## src/rtl/div_arbiter_if.sv

```systemverilog
// div_arbiter_if: request/result bundle between requesters, the arbiter and the shared divider.
interface div_arbiter_if #(
    parameter int N_REQ = 4,
    parameter int WIDTH = 32
);
    logic [N_REQ-1:0]       req_valid;
    logic [WIDTH*N_REQ-1:0] req_dividend;
    logic [WIDTH*N_REQ-1:0] req_divisor;
    logic [N_REQ-1:0]       res_valid;
    logic [WIDTH-1:0]       res_quotient;
    logic [WIDTH-1:0]       res_remainder;
    logic                   res_error;
    logic [WIDTH-1:0]       div_dividend;
    logic [WIDTH-1:0]       div_divisor;
    logic                   div_in_valid;
    logic [WIDTH-1:0]       div_quotient;
    logic [WIDTH-1:0]       div_remainder;
    logic                   div_out_valid;
    logic                   div_busy;

    modport slave (
        input  req_valid, req_dividend, req_divisor, div_quotient, div_remainder, div_out_valid, div_busy,
        output res_valid, res_quotient, res_remainder, res_error, div_dividend, div_divisor, div_in_valid
    );
    modport master (
        output req_valid, req_dividend, req_divisor, div_quotient, div_remainder, div_out_valid, div_busy,
        input  res_valid, res_quotient, res_remainder, res_error, div_dividend, div_divisor, div_in_valid
    );
endinterface

```

## src/rtl/div_arbiter.sv

```systemverilog
// div_arbiter: round-robin sharing of one divider among N_REQ requesters,
// with local divide-by-zero answers and a watchdog for a hung divider.
module div_arbiter #(
    parameter int N_REQ   = 4,
    parameter int WIDTH   = 32,
    parameter int TIMEOUT = 64
) (
    input logic          clk,
    input logic          rst_n,
    div_arbiter_if.slave arb_if
);
    localparam int RW = $clog2(N_REQ);
    localparam int CW = $clog2(TIMEOUT);
    typedef enum logic [1:0] {IDLE, ISSUE, WAIT} state_t;

    state_t           state_q;
    logic [N_REQ-1:0] pending_q, pending_d, res_valid_q;
    logic [WIDTH-1:0] dividend_q [N_REQ];
    logic [WIDTH-1:0] divisor_q  [N_REQ];
    logic [WIDTH-1:0] req_dd     [N_REQ];
    logic [WIDTH-1:0] req_ds     [N_REQ];
    logic [WIDTH-1:0] fwd_dd, fwd_ds, res_quotient_q, res_remainder_q, div_dividend_q, div_divisor_q;
    logic [RW-1:0]    rr_q, grant_q, g_c, rr_g, rr_w;
    logic [RW:0]      idx_c;
    logic [CW-1:0]    wdog_q;
    logic             found_c, grant_c, res_error_q, div_in_valid_q;

    for (genvar i = 0; i < N_REQ; i++) begin : g_unpack
        assign req_dd[i] = arb_if.req_dividend[i*WIDTH +: WIDTH];
        assign req_ds[i] = arb_if.req_divisor[i*WIDTH +: WIDTH];
    end

    // Scan downwards so the nearest pending requester at or after rr wins.
    always_comb begin
        g_c     = '0;
        found_c = 1'b0;
        idx_c   = '0;
        for (int k = N_REQ - 1; k >= 0; k--) begin
            idx_c = {1'b0, rr_q} + (RW+1)'(k);
            if (idx_c >= (RW+1)'(N_REQ)) idx_c = idx_c - (RW+1)'(N_REQ);
            if (pending_q[idx_c[RW-1:0]]) begin
                g_c     = idx_c[RW-1:0];
                found_c = 1'b1;
            end
        end
    end

    // A strobe landing in the grant cycle is forwarded so the newest operands are used.
    assign fwd_dd  = arb_if.req_valid[g_c] ? req_dd[g_c] : dividend_q[g_c];
    assign fwd_ds  = arb_if.req_valid[g_c] ? req_ds[g_c] : divisor_q[g_c];
    assign grant_c = (state_q == IDLE) && found_c && !arb_if.div_busy;
    assign rr_g    = (g_c == RW'(N_REQ - 1)) ? '0 : g_c + 1'b1;
    assign rr_w    = (grant_q == RW'(N_REQ - 1)) ? '0 : grant_q + 1'b1;

    always_comb begin
        pending_d = pending_q | arb_if.req_valid;
        if (grant_c && fwd_ds == '0) pending_d[g_c] = 1'b0;
        if (state_q == ISSUE && !arb_if.req_valid[grant_q]) pending_d[grant_q] = 1'b0;
    end

    always_ff @(posedge clk or negedge rst_n) begin
        if (!rst_n) begin
            state_q         <= IDLE;
            pending_q       <= '0;
            rr_q            <= '0;
            grant_q         <= '0;
            wdog_q          <= '0;
            res_valid_q     <= '0;
            res_quotient_q  <= '0;
            res_remainder_q <= '0;
            res_error_q     <= 1'b0;
            div_dividend_q  <= '0;
            div_divisor_q   <= '0;
            div_in_valid_q  <= 1'b0;
            for (int k = 0; k < N_REQ; k++) begin
                dividend_q[k] <= '0;
                divisor_q[k]  <= '0;
            end
        end else begin
            pending_q      <= pending_d;
            res_valid_q    <= '0;
            div_in_valid_q <= 1'b0;
            for (int k = 0; k < N_REQ; k++) begin
                if (arb_if.req_valid[k]) begin
                    dividend_q[k] <= req_dd[k];
                    divisor_q[k]  <= req_ds[k];
                end
            end
            case (state_q)
                IDLE: begin
                    if (grant_c) begin
                        grant_q <= g_c;
                        if (fwd_ds == '0) begin
                            res_valid_q     <= N_REQ'(1) << g_c;
                            res_quotient_q  <= '1;
                            res_remainder_q <= fwd_dd;
                            res_error_q     <= 1'b1;
                            rr_q            <= rr_g;
                        end else begin
                            div_dividend_q <= fwd_dd;
                            div_divisor_q  <= fwd_ds;
                            div_in_valid_q <= 1'b1;
                            state_q        <= ISSUE;
                        end
                    end
                end
                ISSUE: begin
                    wdog_q  <= '0;
                    state_q <= WAIT;
                end
                WAIT: begin
                    if (arb_if.div_out_valid) begin
                        res_valid_q     <= N_REQ'(1) << grant_q;
                        res_quotient_q  <= arb_if.div_quotient;
                        res_remainder_q <= arb_if.div_remainder;
                        res_error_q     <= 1'b0;
                        rr_q            <= rr_w;
                        state_q         <= IDLE;
                    end else if (wdog_q == CW'(TIMEOUT - 1)) begin
                        res_valid_q     <= N_REQ'(1) << grant_q;
                        res_quotient_q  <= '0;
                        res_remainder_q <= '0;
                        res_error_q     <= 1'b1;
                        rr_q            <= rr_w;
                        state_q         <= IDLE;
                    end else begin
                        wdog_q <= wdog_q + 1'b1;
                    end
                end
                default: state_q <= IDLE;
            endcase
        end
    end

    assign arb_if.res_valid     = res_valid_q;
    assign arb_if.res_quotient  = res_quotient_q;
    assign arb_if.res_remainder = res_remainder_q;
    assign arb_if.res_error     = res_error_q;
    assign arb_if.div_dividend  = div_dividend_q;
    assign arb_if.div_divisor   = div_divisor_q;
    assign arb_if.div_in_valid  = div_in_valid_q;
endmodule

```

## src/flat_wrapper.sv

```systemverilog
// flat-port wrapper written by rule: the top's interface ports become plain ports
module div_arbiter_flat 
#(
    parameter int N_REQ   = 4,
    parameter int WIDTH   = 32,
    parameter int TIMEOUT = 64
)
  (clk, rst_n, arb_if_req_valid, arb_if_req_dividend, arb_if_req_divisor, arb_if_div_quotient, arb_if_div_remainder, arb_if_div_out_valid, arb_if_div_busy, arb_if_res_valid, arb_if_res_quotient, arb_if_res_remainder, arb_if_res_error, arb_if_div_dividend, arb_if_div_divisor, arb_if_div_in_valid);
  div_arbiter_if #(.N_REQ(N_REQ), .WIDTH(WIDTH)) arb_if_i ();
  input logic clk;
  input logic rst_n;
  input wire logic [$bits(arb_if_i.req_valid)-1:0] arb_if_req_valid;
  input wire logic [$bits(arb_if_i.req_dividend)-1:0] arb_if_req_dividend;
  input wire logic [$bits(arb_if_i.req_divisor)-1:0] arb_if_req_divisor;
  input wire logic [$bits(arb_if_i.div_quotient)-1:0] arb_if_div_quotient;
  input wire logic [$bits(arb_if_i.div_remainder)-1:0] arb_if_div_remainder;
  input wire logic [$bits(arb_if_i.div_out_valid)-1:0] arb_if_div_out_valid;
  input wire logic [$bits(arb_if_i.div_busy)-1:0] arb_if_div_busy;
  output wire logic [$bits(arb_if_i.res_valid)-1:0] arb_if_res_valid;
  output wire logic [$bits(arb_if_i.res_quotient)-1:0] arb_if_res_quotient;
  output wire logic [$bits(arb_if_i.res_remainder)-1:0] arb_if_res_remainder;
  output wire logic [$bits(arb_if_i.res_error)-1:0] arb_if_res_error;
  output wire logic [$bits(arb_if_i.div_dividend)-1:0] arb_if_div_dividend;
  output wire logic [$bits(arb_if_i.div_divisor)-1:0] arb_if_div_divisor;
  output wire logic [$bits(arb_if_i.div_in_valid)-1:0] arb_if_div_in_valid;
  assign arb_if_i.req_valid = arb_if_req_valid;
  assign arb_if_i.req_dividend = arb_if_req_dividend;
  assign arb_if_i.req_divisor = arb_if_req_divisor;
  assign arb_if_i.div_quotient = arb_if_div_quotient;
  assign arb_if_i.div_remainder = arb_if_div_remainder;
  assign arb_if_i.div_out_valid = arb_if_div_out_valid;
  assign arb_if_i.div_busy = arb_if_div_busy;
  assign arb_if_res_valid = arb_if_i.res_valid;
  assign arb_if_res_quotient = arb_if_i.res_quotient;
  assign arb_if_res_remainder = arb_if_i.res_remainder;
  assign arb_if_res_error = arb_if_i.res_error;
  assign arb_if_div_dividend = arb_if_i.div_dividend;
  assign arb_if_div_divisor = arb_if_i.div_divisor;
  assign arb_if_div_in_valid = arb_if_i.div_in_valid;
  div_arbiter #(.N_REQ(N_REQ), .WIDTH(WIDTH), .TIMEOUT(TIMEOUT)) u_core (.clk(clk), .rst_n(rst_n), .arb_if(arb_if_i));
endmodule
```

## config.mk

```make
export PLATFORM = sky130hd
export DESIGN_NAME = div_arbiter_flat
export DESIGN_NICKNAME = d
export VERILOG_FILES = /design/src/rtl/div_arbiter_if.sv /design/src/rtl/div_arbiter.sv /design/src/flat_wrapper.sv
export SDC_FILE = /design/constraint.sdc
export NUM_CORES = 1
export LEC_CHECK = 0
export CELL_PAD_IN_SITES_DETAIL_PLACEMENT = 2
export CELL_PAD_IN_SITES_GLOBAL_PLACEMENT = 2
export CORE_ASPECT_RATIO = 0.6
export CORE_MARGIN = 8
export CORE_UTILIZATION = 29
export CTS_CLUSTER_SIZE = 16
export DETAILED_ROUTE_END_ITERATION = 10
export GPL_ROUTABILITY_DRIVEN = 0
export PLACE_DENSITY_LB_ADDON = 0.1
export SYNTH_ARGS = -nofsm -noshare
export SYNTH_HDL_FRONTEND = slang
export SYNTH_SLANG_ARGS = --single-unit
```

## constraint.sdc

```tcl
create_clock -name clk -period 3.5 [get_ports clk]
set_input_delay 0.7 -clock clk [delete_from_list [all_inputs] [get_ports clk]]
set_output_delay 0.7 -clock clk [all_outputs]
set_load 0.01 [all_outputs]
```

==> run metrics <==
status complete, but fails checks; failing checks setup timing; Iter 0 DRT Violations 831; CP endpoint kind flop; Mapped Avg Cell Area 11.3 um2; setup TNS -51260 ps; Row Count 75; Die H 221 um; Yosys top cell area share 0.500; Fin Hold WS 25.2 ps; Synth Flop Type dfrtp_1; fmax 253 MHz; area grow syn2layout 44.5%; nets 2680; adder-cell share of the synthesized area 0.00555; grt ovf 0; vias in the first global route 19790; Crit Path Category flop to flop; pwr/cell area 899 nW/um2; max incr delay on CP 580 ps; Initial Util 0.292; first-pass GRT wire length 133000 um; Worst Hold Class input port to async pin; DRC 0; Clock Path Buffers 3; leading post-synthesis cells by cell area dfrtp_1 (50%), mux2_2 (17%), a211oi_1 (3.7%); register area share after synthesis 0.500; cells along the critical path nor2b_4 > a211o_4 > buf_12 > buf_16 > and3_4 > a211oi_4 > o22a_1 > nand4_1 > or4_4 > a21oi_4 > o22a_4 > buf_12 > clkbuf_16 > mux2_1; routed vias 17337; Num CTS Buffers 45; # H-tree levels 2; IO Pins 462; total power 0.0264 W; Clk Latency, worst-skew pair 580 ps; RSZ-0062 raised after global routing yes; antenna violations before repair 6; ys async rst share 1.00; Mapped Cells 1805; Final Hold Violating Endpoints 0; total track usage 0.217; Min Clock Period, post-route 3950 ps; P_leak 12.3 nW; CP Launch Point u_core.pending_q[2]$_DFF_PN0_; period utilisation layout 1.13; CTS tree built; Worst path slowest cell or4_4; Synth warnings 0; post-route ant nets 0; per-cell routed wire length 26.9 um; die area 79000 um2; Post-synth EDFFs 0; core outline area 69600 um2; CP dominant cell by count buf_12; Die X 358 um; VDD IR-drop max 0.471 mV; Syn Nets 2142; CTS sink cnt 406; number of max-cap violations 0; Post-Synth XOR/XNOR Area 0.000863; CP bufs+invs 4; Place WS -719 ps; slew of the pin with the lowest slew margin 993 ps; cts hold-fix bufs 0; Root Buffer Master clkbuf_16; Synth Register Bits 406; routed wire length 89000 um; Synth Cell Area 20300 um2; CP Launch Type flop; pin count of the biggest net entering global routing 94; vias per inst 5.24; Clock Skew 16.4 ps; clk slew on worst S/H paths 60 ps; hpwl dp 63500 um; simple-gate share of the synthesized area 0.115; CP delay by family, top compound AO/OA/AOI/OAI gates; CP Data Arrival Time 4410 ps; leading area contributor after synthesis dfrtp_1; crit path max fanout 20; reg-to-reg startpoint u_core.pending_q[2]$_DFF_PN0_; fin worst setup slack -451 ps; Compound-Gate Fraction of Synth Area 0.142; Synth cell types 53; relative slew slack 0.338; Slew Viols, Final 0; # setup viols final 133; mux cell area share after synthesis 0.199; share of cells above drive strength 1 0.297; critical path required time 3960 ps; main combinational cell family by area after synthesis multiplexers; Detailed Routing Iterations Pass 1 5; Port Buffer Count 461; flop-to-flop setup slack -450 ps
metal layers:
metal / share of wire / wire [um] / track usage / vias to the layer above
met5: 0.00040 / 36 / 0 / -
met4: 0.017 / 1480 / 0.0444 / 6
met3: 0.040 / 3570 / 0.0386 / 95
met2: 0.48 / 42300 / 0.356 / 311
met1: 0.47 / 41600 / 0.299 / 9215
li1: - / - / - / 7710
path summary, 6_finish.rpt:
| path | endpoint | depth (start not counted) |
|---|---|---|
| hold / removal | u_core.divisor_q[52]$_DFFE_PN0P_ | 1 |
| setup reg to reg | u_core.arb_if.res_remainder[8]$_DFFE_PN0P_ | 14 |
| max in group asynchronous | u_core.dividend_q[39]$_DFFE_PN0P_ | 3 |
| hold reg to reg | u_core.dividend_q[53]$_DFFE_PN0P_ | 1 |
| setup / recovery | u_core.arb_if.res_remainder[8]$_DFFE_PN0P_ | 14 |
| min in group clk | u_core.dividend_q[53]$_DFFE_PN0P_ | 1 |
worst reg2reg max path: stages, from the launching register on:
cell,delay [ps]
dfrtp_2,440
nor2b_4,140
a211o_4,410
buf_12,180
buf_16,160
and3_4,190
a211oi_4,210
o22a_1,280
nand4_1,180
or4_4,580
a21oi_4,220
o22a_4,220
buf_12,130
clkbuf_16,170
mux2_1,320
what timing repair did:
| action | CTS | global route |
|---|---|---|
| endpoints found under the setup margin | 141 | 141 |
| setup buffers | 4 | 3 |
| gates resized for setup | 30 | 107 |
| gates cloned | 1 | 6 |
| pin swaps | 4 | 16 |
metrics by stage:
step,utilization,instances,instance area [um2]
after floorplan,-,1805,20400
after global placement,0.387,3206,27000
after detailed placement,0.387,3206,27000
after CTS,0.412,3294,28700
after global routing,0.421,3305,29300
final,0.421,3306,29300
synth_stat cells (all sizes together), types with 23 or more instances:
cell type	n
dfrtp	406
mux2	344
nand2	201
nand3	115
and3	103
a211oi	102
o21ai	98
clkbuf	97
buf	59
a2bb2oi	34
o211ai	33
a22o	32
or3	23
final cells by class:
class / instances / area, um2
Timing Repair Buffer: 647 / 6440
Clock inverter: 8 / 71.3
Antenna cell: 3 / 7.51
Inverter: 19 / 83.8
Clock buffer: 75 / 1410
Fill cell: 7075 / 40300
Multi-Input combinational cell: 1224 / 10000
Sequential cell: 406 / 10200
Tap cell: 924 / 1160
registers in the layout, indices dropped and copies added (netlist names), 2 cells and up:
register                     flops
u_core.pending_q                 4
u_core.wdog_q                    6
u_core.arb_if.res_remainder     32
u_core.rr_q                      2
u_core.arb_if.res_valid          4
u_core.arb_if.res_quotient      32
u_core.divisor_q               128
u_core.state_q                   2
u_core.dividend_q              128
u_core.arb_if.div_dividend      32
u_core.grant_q                   2
u_core.arb_if.div_divisor       32
cell families (layout without fill, tap and decap cells):
group	count (synthesis)	in the layout
AND/OR/NAND/NOR	476	476
flip-flops	406	406
AO/OA/AOI/OAI	378	378
multiplexers	359	359
buffers and inverters	175	749
adder cells (fa/ha/maj)	9	9
XOR/XNOR	2	2
other	0	3
cell usage in the layout, fill, tap and decap left out, types with 9 or more instances in the layout:
cell             count
clkdlybuf4s50_1    456
dfrtp_1            403
mux2_2             288
nand2_1            200
buf_4              150
nand3_1            115
o21ai_0             98
and3_1              97
a211oi_1            54
clkbuf_16           52
a211oi_2            36
o211ai_1            33
a2bb2oi_2           32
a22o_1              32
mux2_1              30
mux2_4              26
or3_1               23
buf_12              20
inv_1               17
o22ai_1             16
o31ai_1             15
clkbuf_1            15
mux2i_1             13
clkbuf_8            13
a211oi_4            12
a31o_2              11
o31a_1              10
buf_6               10
ha_1                 9
where the power goes:
group | internal (W) | switching, W | leakage [nW]
Combinational | 0.00696 | 0.00790 | 6.81
Sequential | 0.00585 | 0.000754 | 4.79
Clock | 0.00282 | 0.00209 | 0.729
Total | 0.0156 | 0.0107 | 12.3
(Power assumes the default switching activity.)
